<file path="config.mk">
export PLATFORM = sky130hd
export DESIGN_NAME = cdu_angle_counter
export DESIGN_NICKNAME = d
export VERILOG_FILES = /design/src/rtl/cdu_angle_counter.sv
export SDC_FILE = /design/constraint.sdc
export NUM_CORES = 1
export LEC_CHECK = 0
export CORE_MARGIN = 1
export CORE_UTILIZATION = 56
export CTS_CLUSTER_DIAMETER = 60
export DETAILED_ROUTE_END_ITERATION = 6
export PLACE_DENSITY = 0.85
export SETUP_SLACK_MARGIN = 0.15
export SYNTH_ARGS = -nofsm -noshare
export SYNTH_HDL_FRONTEND = slang
export SYNTH_SLANG_ARGS = --single-unit
</file>
<file path="constraint.sdc">
create_clock -name CLOCKH -period 5.5 [get_ports CLOCKH]
set_input_delay 1.65 -clock CLOCKH [delete_from_list [all_inputs] [get_ports CLOCKH]]
set_output_delay 1.65 -clock CLOCKH [all_outputs]
set_load 0.05 [all_outputs]
</file>
<file path="src/rtl/cdu_angle_counter.sv">
// ============================================================================
// cdu_angle_counter: CDU error-angle pulse receiver with pending-pulse cells,
// modular angle counter and request/acknowledge snapshot readout.
// Revision: 1.0 - initial release
// ============================================================================
`default_nettype none

module cdu_angle_counter #(
  parameter int WIDTH       = 15,
  parameter int PEND_W      = 3,
  parameter int SYNC_STAGES = 2
) (
  input  logic             CLOCKH,
  input  logic             rst,
  input  logic             UPLVL,
  input  logic             DNLVL,
  input  logic             SLOT,
  input  logic             LD,
  input  logic [WIDTH-1:0] LDDAT,
  input  logic             RDREQ,
  output logic             RDACK,
  output logic [WIDTH-1:0] RDDAT,
  output logic [WIDTH-1:0] ANGLE,
  output logic             OVF,
  output logic             WRAP
);

  localparam logic [PEND_W-1:0] PEND_MAX  = '1;
  localparam logic [WIDTH-1:0]  ANGLE_ONE = {{(WIDTH-1){1'b0}}, 1'b1};

  typedef enum logic [0:0] {ST_IDLE = 1'b0, ST_ACK = 1'b1} rd_state_t;

  logic [SYNC_STAGES-1:0] up_sync_q, dn_sync_q, fill_q;
  logic                   up_prev_q, dn_prev_q, up_arm_q, dn_arm_q;
  logic                   inc_up_q, inc_dn_q;
  logic [PEND_W-1:0]      up_pend_q, up_pend_d, dn_pend_q, dn_pend_d;
  logic [WIDTH-1:0]       angle_q, angle_d, rddat_q, rddat_d;
  logic                   ovf_q, ovf_d, wrap_q, wrap_d;
  logic                   svc, dec_up, dec_dn, drop_up, drop_dn;
  rd_state_t              state_q, state_d;

  // Returns {dropped, next}; a saturated cell holds and drops the new event.
  function automatic logic [PEND_W:0] pend_next(input logic [PEND_W-1:0] cur,
                                                input logic inc, input logic dec);
    if (inc && !dec && cur == PEND_MAX) return {1'b1, cur};
    return {1'b0, cur + {{(PEND_W-1){1'b0}}, inc} - {{(PEND_W-1){1'b0}}, dec}};
  endfunction

  // Edge detection is armed only after a real low is seen once the chain has
  // filled, so a level already high out of reset is not counted.
  always_ff @(posedge CLOCKH) begin
    if (rst) begin
      up_sync_q <= '0;
      dn_sync_q <= '0;
      fill_q    <= '0;
      up_prev_q <= 1'b0;
      dn_prev_q <= 1'b0;
      up_arm_q  <= 1'b0;
      dn_arm_q  <= 1'b0;
      inc_up_q  <= 1'b0;
      inc_dn_q  <= 1'b0;
    end else begin
      up_sync_q <= {up_sync_q[SYNC_STAGES-2:0], UPLVL};
      dn_sync_q <= {dn_sync_q[SYNC_STAGES-2:0], DNLVL};
      fill_q    <= {fill_q[SYNC_STAGES-2:0], 1'b1};
      up_prev_q <= up_sync_q[SYNC_STAGES-1];
      dn_prev_q <= dn_sync_q[SYNC_STAGES-1];
      up_arm_q  <= up_arm_q | (fill_q[SYNC_STAGES-1] & ~up_sync_q[SYNC_STAGES-1]);
      dn_arm_q  <= dn_arm_q | (fill_q[SYNC_STAGES-1] & ~dn_sync_q[SYNC_STAGES-1]);
      inc_up_q  <= up_arm_q & up_sync_q[SYNC_STAGES-1] & ~up_prev_q;
      inc_dn_q  <= dn_arm_q & dn_sync_q[SYNC_STAGES-1] & ~dn_prev_q;
    end
  end

  always_comb begin
    svc       = SLOT & ~LD;
    dec_up    = svc & (up_pend_q != '0);
    dec_dn    = svc & (dn_pend_q != '0);
    {drop_up, up_pend_d} = pend_next(up_pend_q, inc_up_q, dec_up);
    {drop_dn, dn_pend_d} = pend_next(dn_pend_q, inc_dn_q, dec_dn);
    angle_d   = angle_q;
    wrap_d    = 1'b0;
    ovf_d     = ovf_q | drop_up | drop_dn;
    if (LD) begin
      angle_d   = LDDAT;
      up_pend_d = {{(PEND_W-1){1'b0}}, inc_up_q};
      dn_pend_d = {{(PEND_W-1){1'b0}}, inc_dn_q};
      ovf_d     = 1'b0;
    end else if (dec_up && !dec_dn) begin
      angle_d = angle_q + ANGLE_ONE;
      wrap_d  = &angle_q;
    end else if (dec_dn && !dec_up) begin
      angle_d = angle_q - ANGLE_ONE;
      wrap_d  = ~|angle_q;
    end
  end

  always_comb begin
    state_d = state_q;
    rddat_d = rddat_q;
    case (state_q)
      ST_IDLE: if (RDREQ) begin
        rddat_d = angle_q;
        state_d = ST_ACK;
      end
      ST_ACK:  if (!RDREQ) state_d = ST_IDLE;
      default: state_d = ST_IDLE;
    endcase
  end

  always_ff @(posedge CLOCKH) begin
    if (rst) begin
      up_pend_q <= '0;
      dn_pend_q <= '0;
      angle_q   <= '0;
      ovf_q     <= 1'b0;
      wrap_q    <= 1'b0;
      rddat_q   <= '0;
      state_q   <= ST_IDLE;
    end else begin
      up_pend_q <= up_pend_d;
      dn_pend_q <= dn_pend_d;
      angle_q   <= angle_d;
      ovf_q     <= ovf_d;
      wrap_q    <= wrap_d;
      rddat_q   <= rddat_d;
      state_q   <= state_d;
    end
  end

  assign ANGLE = angle_q;
  assign OVF   = ovf_q;
  assign WRAP  = wrap_q;
  assign RDDAT = rddat_q;
  assign RDACK = (state_q == ST_ACK);

endmodule

`default_nettype wire

</file>
==> out/results.txt <==
The share of async-settable or async-resettable flops after synthesis came out at 0. Routed wire length: 6880 um. Stage delay of the slowest cell on the critical path: 0.57 ns. Final hold analysis gives a worst-case slack of 0.404 ns. The basic-gate share of the synthesized area counting and, or, nand and nor cells came out at 0.238. The largest family of logic cells by synthesized area is simple AND/OR/NAND/NOR gates. Via count of the first global-routing pass: 2,457. The run gives 0 as the global route total overflow. The detailed router used layers up to and including met4.

The root buffer cell was sky130_fd_sc_hd__clkbuf_8. In this run the cell area of the synthesized design comes to 2830 um2. Setup fix buffers added after clock tree synthesis: 0.

The worst setup path is of the primary input to register kind. From synthesis to final layout, the design area changed by 23.9%. The logs give 0 for the max-slew violation total from the final report and 4.82 ns for the critical path arrival. The number of buffers inserted for hold repair after clock tree synthesis was 0. The total number of clock tree sinks was 51; the share of the clock period used by the worst path was 0.846.

For the max-slew headroom at the worst pin, the log shows 0.351. The number of antenna diodes in the final layout is 0. The number of antenna violations at the first check in global routing is 0. The area of placed instances was 3410 um2; the highest attainable clock frequency was 0.215 GHz.

The floorplan step defined a die boundary enclosing 5340 um2. The worst setup path is captured at a register. TritonCTS built the clock tree. Clock skew on the completed layout was measured at 0.0114 ns. Dividing total power by cell area gives a power density of 245 nW/um2.

The die is 73.0 um wide. Summed over all nets, the half-perimeter wirelength after detailed placement is 4920 um. The maximum fanout encountered on the critical timing path was 15; the average cell area after synthesis was 8.19 um2.

Synthesis produced a netlist whose cell count is 345. For the reg2reg setup slack, the log shows 2.02 ns. Count of final hold-check violations: 0. For the data required time of the critical path, the log shows 5.67 ns. Clock period minus worst slack: 4.65 ns. The worst setup path is launched from a primary input.

Setup repair after global routing left no endpoint under its margin. The count of flip-flops with a built-in enable after synthesis is 0, and the share of final-layout standard cells stronger than drive strength 1 is 0.0532. The number of buffers and inverters on the critical path is 1, and the detailed route wirelength on metal3 is 352 um. Vertical die dimension: 73.0 um. The power consumption came out at 0.857 mW. Type of the tightest min-delay check: register to register. The endpoint of the worst-slack reg-to-reg timing path is ANGLE[12].

The area share of fa/ha/maj cells after synthesis was 0.101; the clock latency reported for the late side of the worst-skew pair was 0.31 ns. The run gives 25 as the site row count. First-pass iteration count of the detailed router: 5.

After detailed routing, the met2 layer carries 3230 um of wire. The first global-routing pass estimated 11,300 um of wire. The run gives 36 as the largest net degree at the start of global routing.

The portion of netlist area occupied by mux cells was 0.0146; the initial core utilization was 0.591. For the overall via count from detail_route, the log shows 2,626. The layout net count was 437. Input and output buffers added on the ports amount to 54. The run gives 0 as the number of synthesis warnings. The xor-xnor portion of the synthesized cell area came out at 0.0496. The detailed router put a total of 3140 um of wire on met1. The fraction of the mapped netlist area in compound gates was 0.187; the register bit count reported by yosys was 51. The slowest stage of the critical path is the sky130_fd_sc_hd__clkdlybuf4s50_1 cell. Clock tree synthesis inserted a total of 5 buffers.

Across the VDD grid, the largest voltage drop is 0.195 mV. Synthesis instantiated 50 different standard cells from the library. The most frequently used flop master after synthesis is sky130_fd_sc_hd__dfxtp_1. Counting tap cells, the placed design contains a total of 454 instances.

After floorplanning, the core was sized to cover 4790 um2. Register clock-pin slew on the reported worst setup and hold paths: 0.10 ns. The run gives 0.840 as the final estimated routing congestion in global placement. The logs give 0.361 for the post-synthesis sequential area ratio and 0 for the post-detailed-route count of antenna-violating nets. Across the run, the number of max-cap violations was 0.

Summed over all cells, the static leakage comes to 1.32 nW. The I/O pin count came out at 55. For the worst flop-to-flop path, the logic depth is 10.

Leaving out fill and tap cells, the most frequent cells in the layout are 54 x sky130_fd_sc_hd__clkdlybuf4s50_1, 53 x sky130_fd_sc_hd__nand2_1, 51 x sky130_fd_sc_hd__dfxtp_1. After routing the design area is 3500 um2. Total global routing track utilization: 0.274. The critical path goes through clkdlybuf4s50_1 > nor2b_1 > nand2_1 > ha_1 > o211ai_1 > a21oi_1 > o21ai_0 > and4b_1 > o41ai_1 > a221oi_1. The flow ran to the end, and the final reports show no timing, DRC or antenna violations.

The number of cells traversed by the worst hold path is 1. The number of endpoints failing setup at the final stage is 0, and the detailed-route wire length per cell is 14.9 um. When the netlist entered floorplanning its net count stood at 388. The run gives 2 as the maximum clock insertion buffer count. The library cell used most frequently in the layout, excluding fill and tap cells, is sky130_fd_sc_hd__clkdlybuf4s50_1.

After detailed routing, the number of remaining DRC violations is 0. In this run the critical register-to-register path is launched from dn_pend_q[0]. At the pin with the least slew margin, the transition time is 0.971 ns. The path with the worst hold slack has its endpoint at inc_up_q. Startpoint of the worst hold path: up_prev_q. After the first detailed-routing iteration, the DRC count stood at 154. The H-tree depth is 2. Count of placed standard cells in the final layout, fillers left out: 462.

Routed via count divided by cell count: 5.68. In this run, post-CTS repair resized a total of 0 instances. In this design, the largest share of critical-path delay is due to compound AO/OA/AOI/OAI gates. For the final routed database, the setup TNS stands at 0 ns.
-- synthesized netlist by cell type (3+ instances only) --
library cell	n	area [um2]
sky130_fd_sc_hd__clkbuf_1	9	33.8
sky130_fd_sc_hd__mux2i_1	3	30.0
sky130_fd_sc_hd__o21ai_0	10	50.1
sky130_fd_sc_hd__nor3_1	5	25.0
sky130_fd_sc_hd__ha_1	18	225
sky130_fd_sc_hd__fa_1	3	60.1
sky130_fd_sc_hd__nor2_1	25	93.8
sky130_fd_sc_hd__nor4_1	5	31.3
sky130_fd_sc_hd__a221oi_1	7	61.3
sky130_fd_sc_hd__a31oi_1	3	18.8
sky130_fd_sc_hd__nand2b_1	4	25.0
sky130_fd_sc_hd__nand2_1	53	199
sky130_fd_sc_hd__xor2_1	7	61.3
sky130_fd_sc_hd__xnor2_1	9	78.8
sky130_fd_sc_hd__nand4_1	8	50.1
sky130_fd_sc_hd__a21oi_1	39	195
sky130_fd_sc_hd__inv_1	22	82.6
sky130_fd_sc_hd__o21a_1	5	37.5
sky130_fd_sc_hd__nor4b_1	3	26.3
sky130_fd_sc_hd__buf_1	4	15.0
sky130_fd_sc_hd__dfxtp_1	51	1020
sky130_fd_sc_hd__nor2b_1	17	106
-- per-layer routing --
layer,track usage,vias up
met5,0,-
met3,0.0580,17
li1,-,1298
met4,0.100,0
met2,0.451,85
met1,0.353,1226
-- cell families after synthesis --
kind of cell	count (synthesis)
AND/OR/NAND/NOR	134
AO/OA/AOI/OAI	83
flip-flops	51
buffers and inverters	36
adder cells (fa/ha/maj)	21
XOR/XNOR	16
multiplexers	4
-- stage by stage --
stage	util	setup slack (ns)
6_report	0.732	0.848
2_1_floorplan	-	1.45
3_3_place_gp	0.712	0.734
5_1_grt	0.732	0.503
4_1_cts	0.732	0.932
3_5_place_dp	0.712	0.606
-- how the worst max path moves through the flow --
stage               startpoint         to  slack, ns  cells after the start
floorplan                   LD  ANGLE[12]       1.45                     11
global placement          SLOT  ANGLE[12]       0.73                     11
detailed placement        SLOT  ANGLE[12]       0.61                     10
CTS                       SLOT  ANGLE[12]       0.93                     10
global route              SLOT  ANGLE[10]       0.50                     10
finish                    SLOT  ANGLE[12]       0.85                     10
-- power breakdown --
| part | total (mW) | internal (mW) | switching (mW) |
|---|---|---|---|
| Combinational | 0.225 | 0.0933 | 0.131 |
| Sequential | 0.408 | 0.386 | 0.0219 |
| Clock | 0.225 | 0.0912 | 0.134 |
| Total | 0.857 | 0.570 | 0.287 |
-- state kept, by name (all words and copies together) (netlist names), 2 cells and up --
name       flops
RDDAT         15
up_pend_q      3
dn_sync_q      2
dn_pend_q      3
ANGLE         15
fill_q         2
up_sync_q      2
-- area by class of cell --
cell class                 count  area [um2]
multi-input combinational    258        1670
fill                         378        1280
sequential                    51        1020
timing repair buffer          56         556
tap                           67        83.8
inverter                      22        82.6
clock buffer                   5        68.8
clock inverter                 3        23.8
Power figures use the tool's default switching activity.
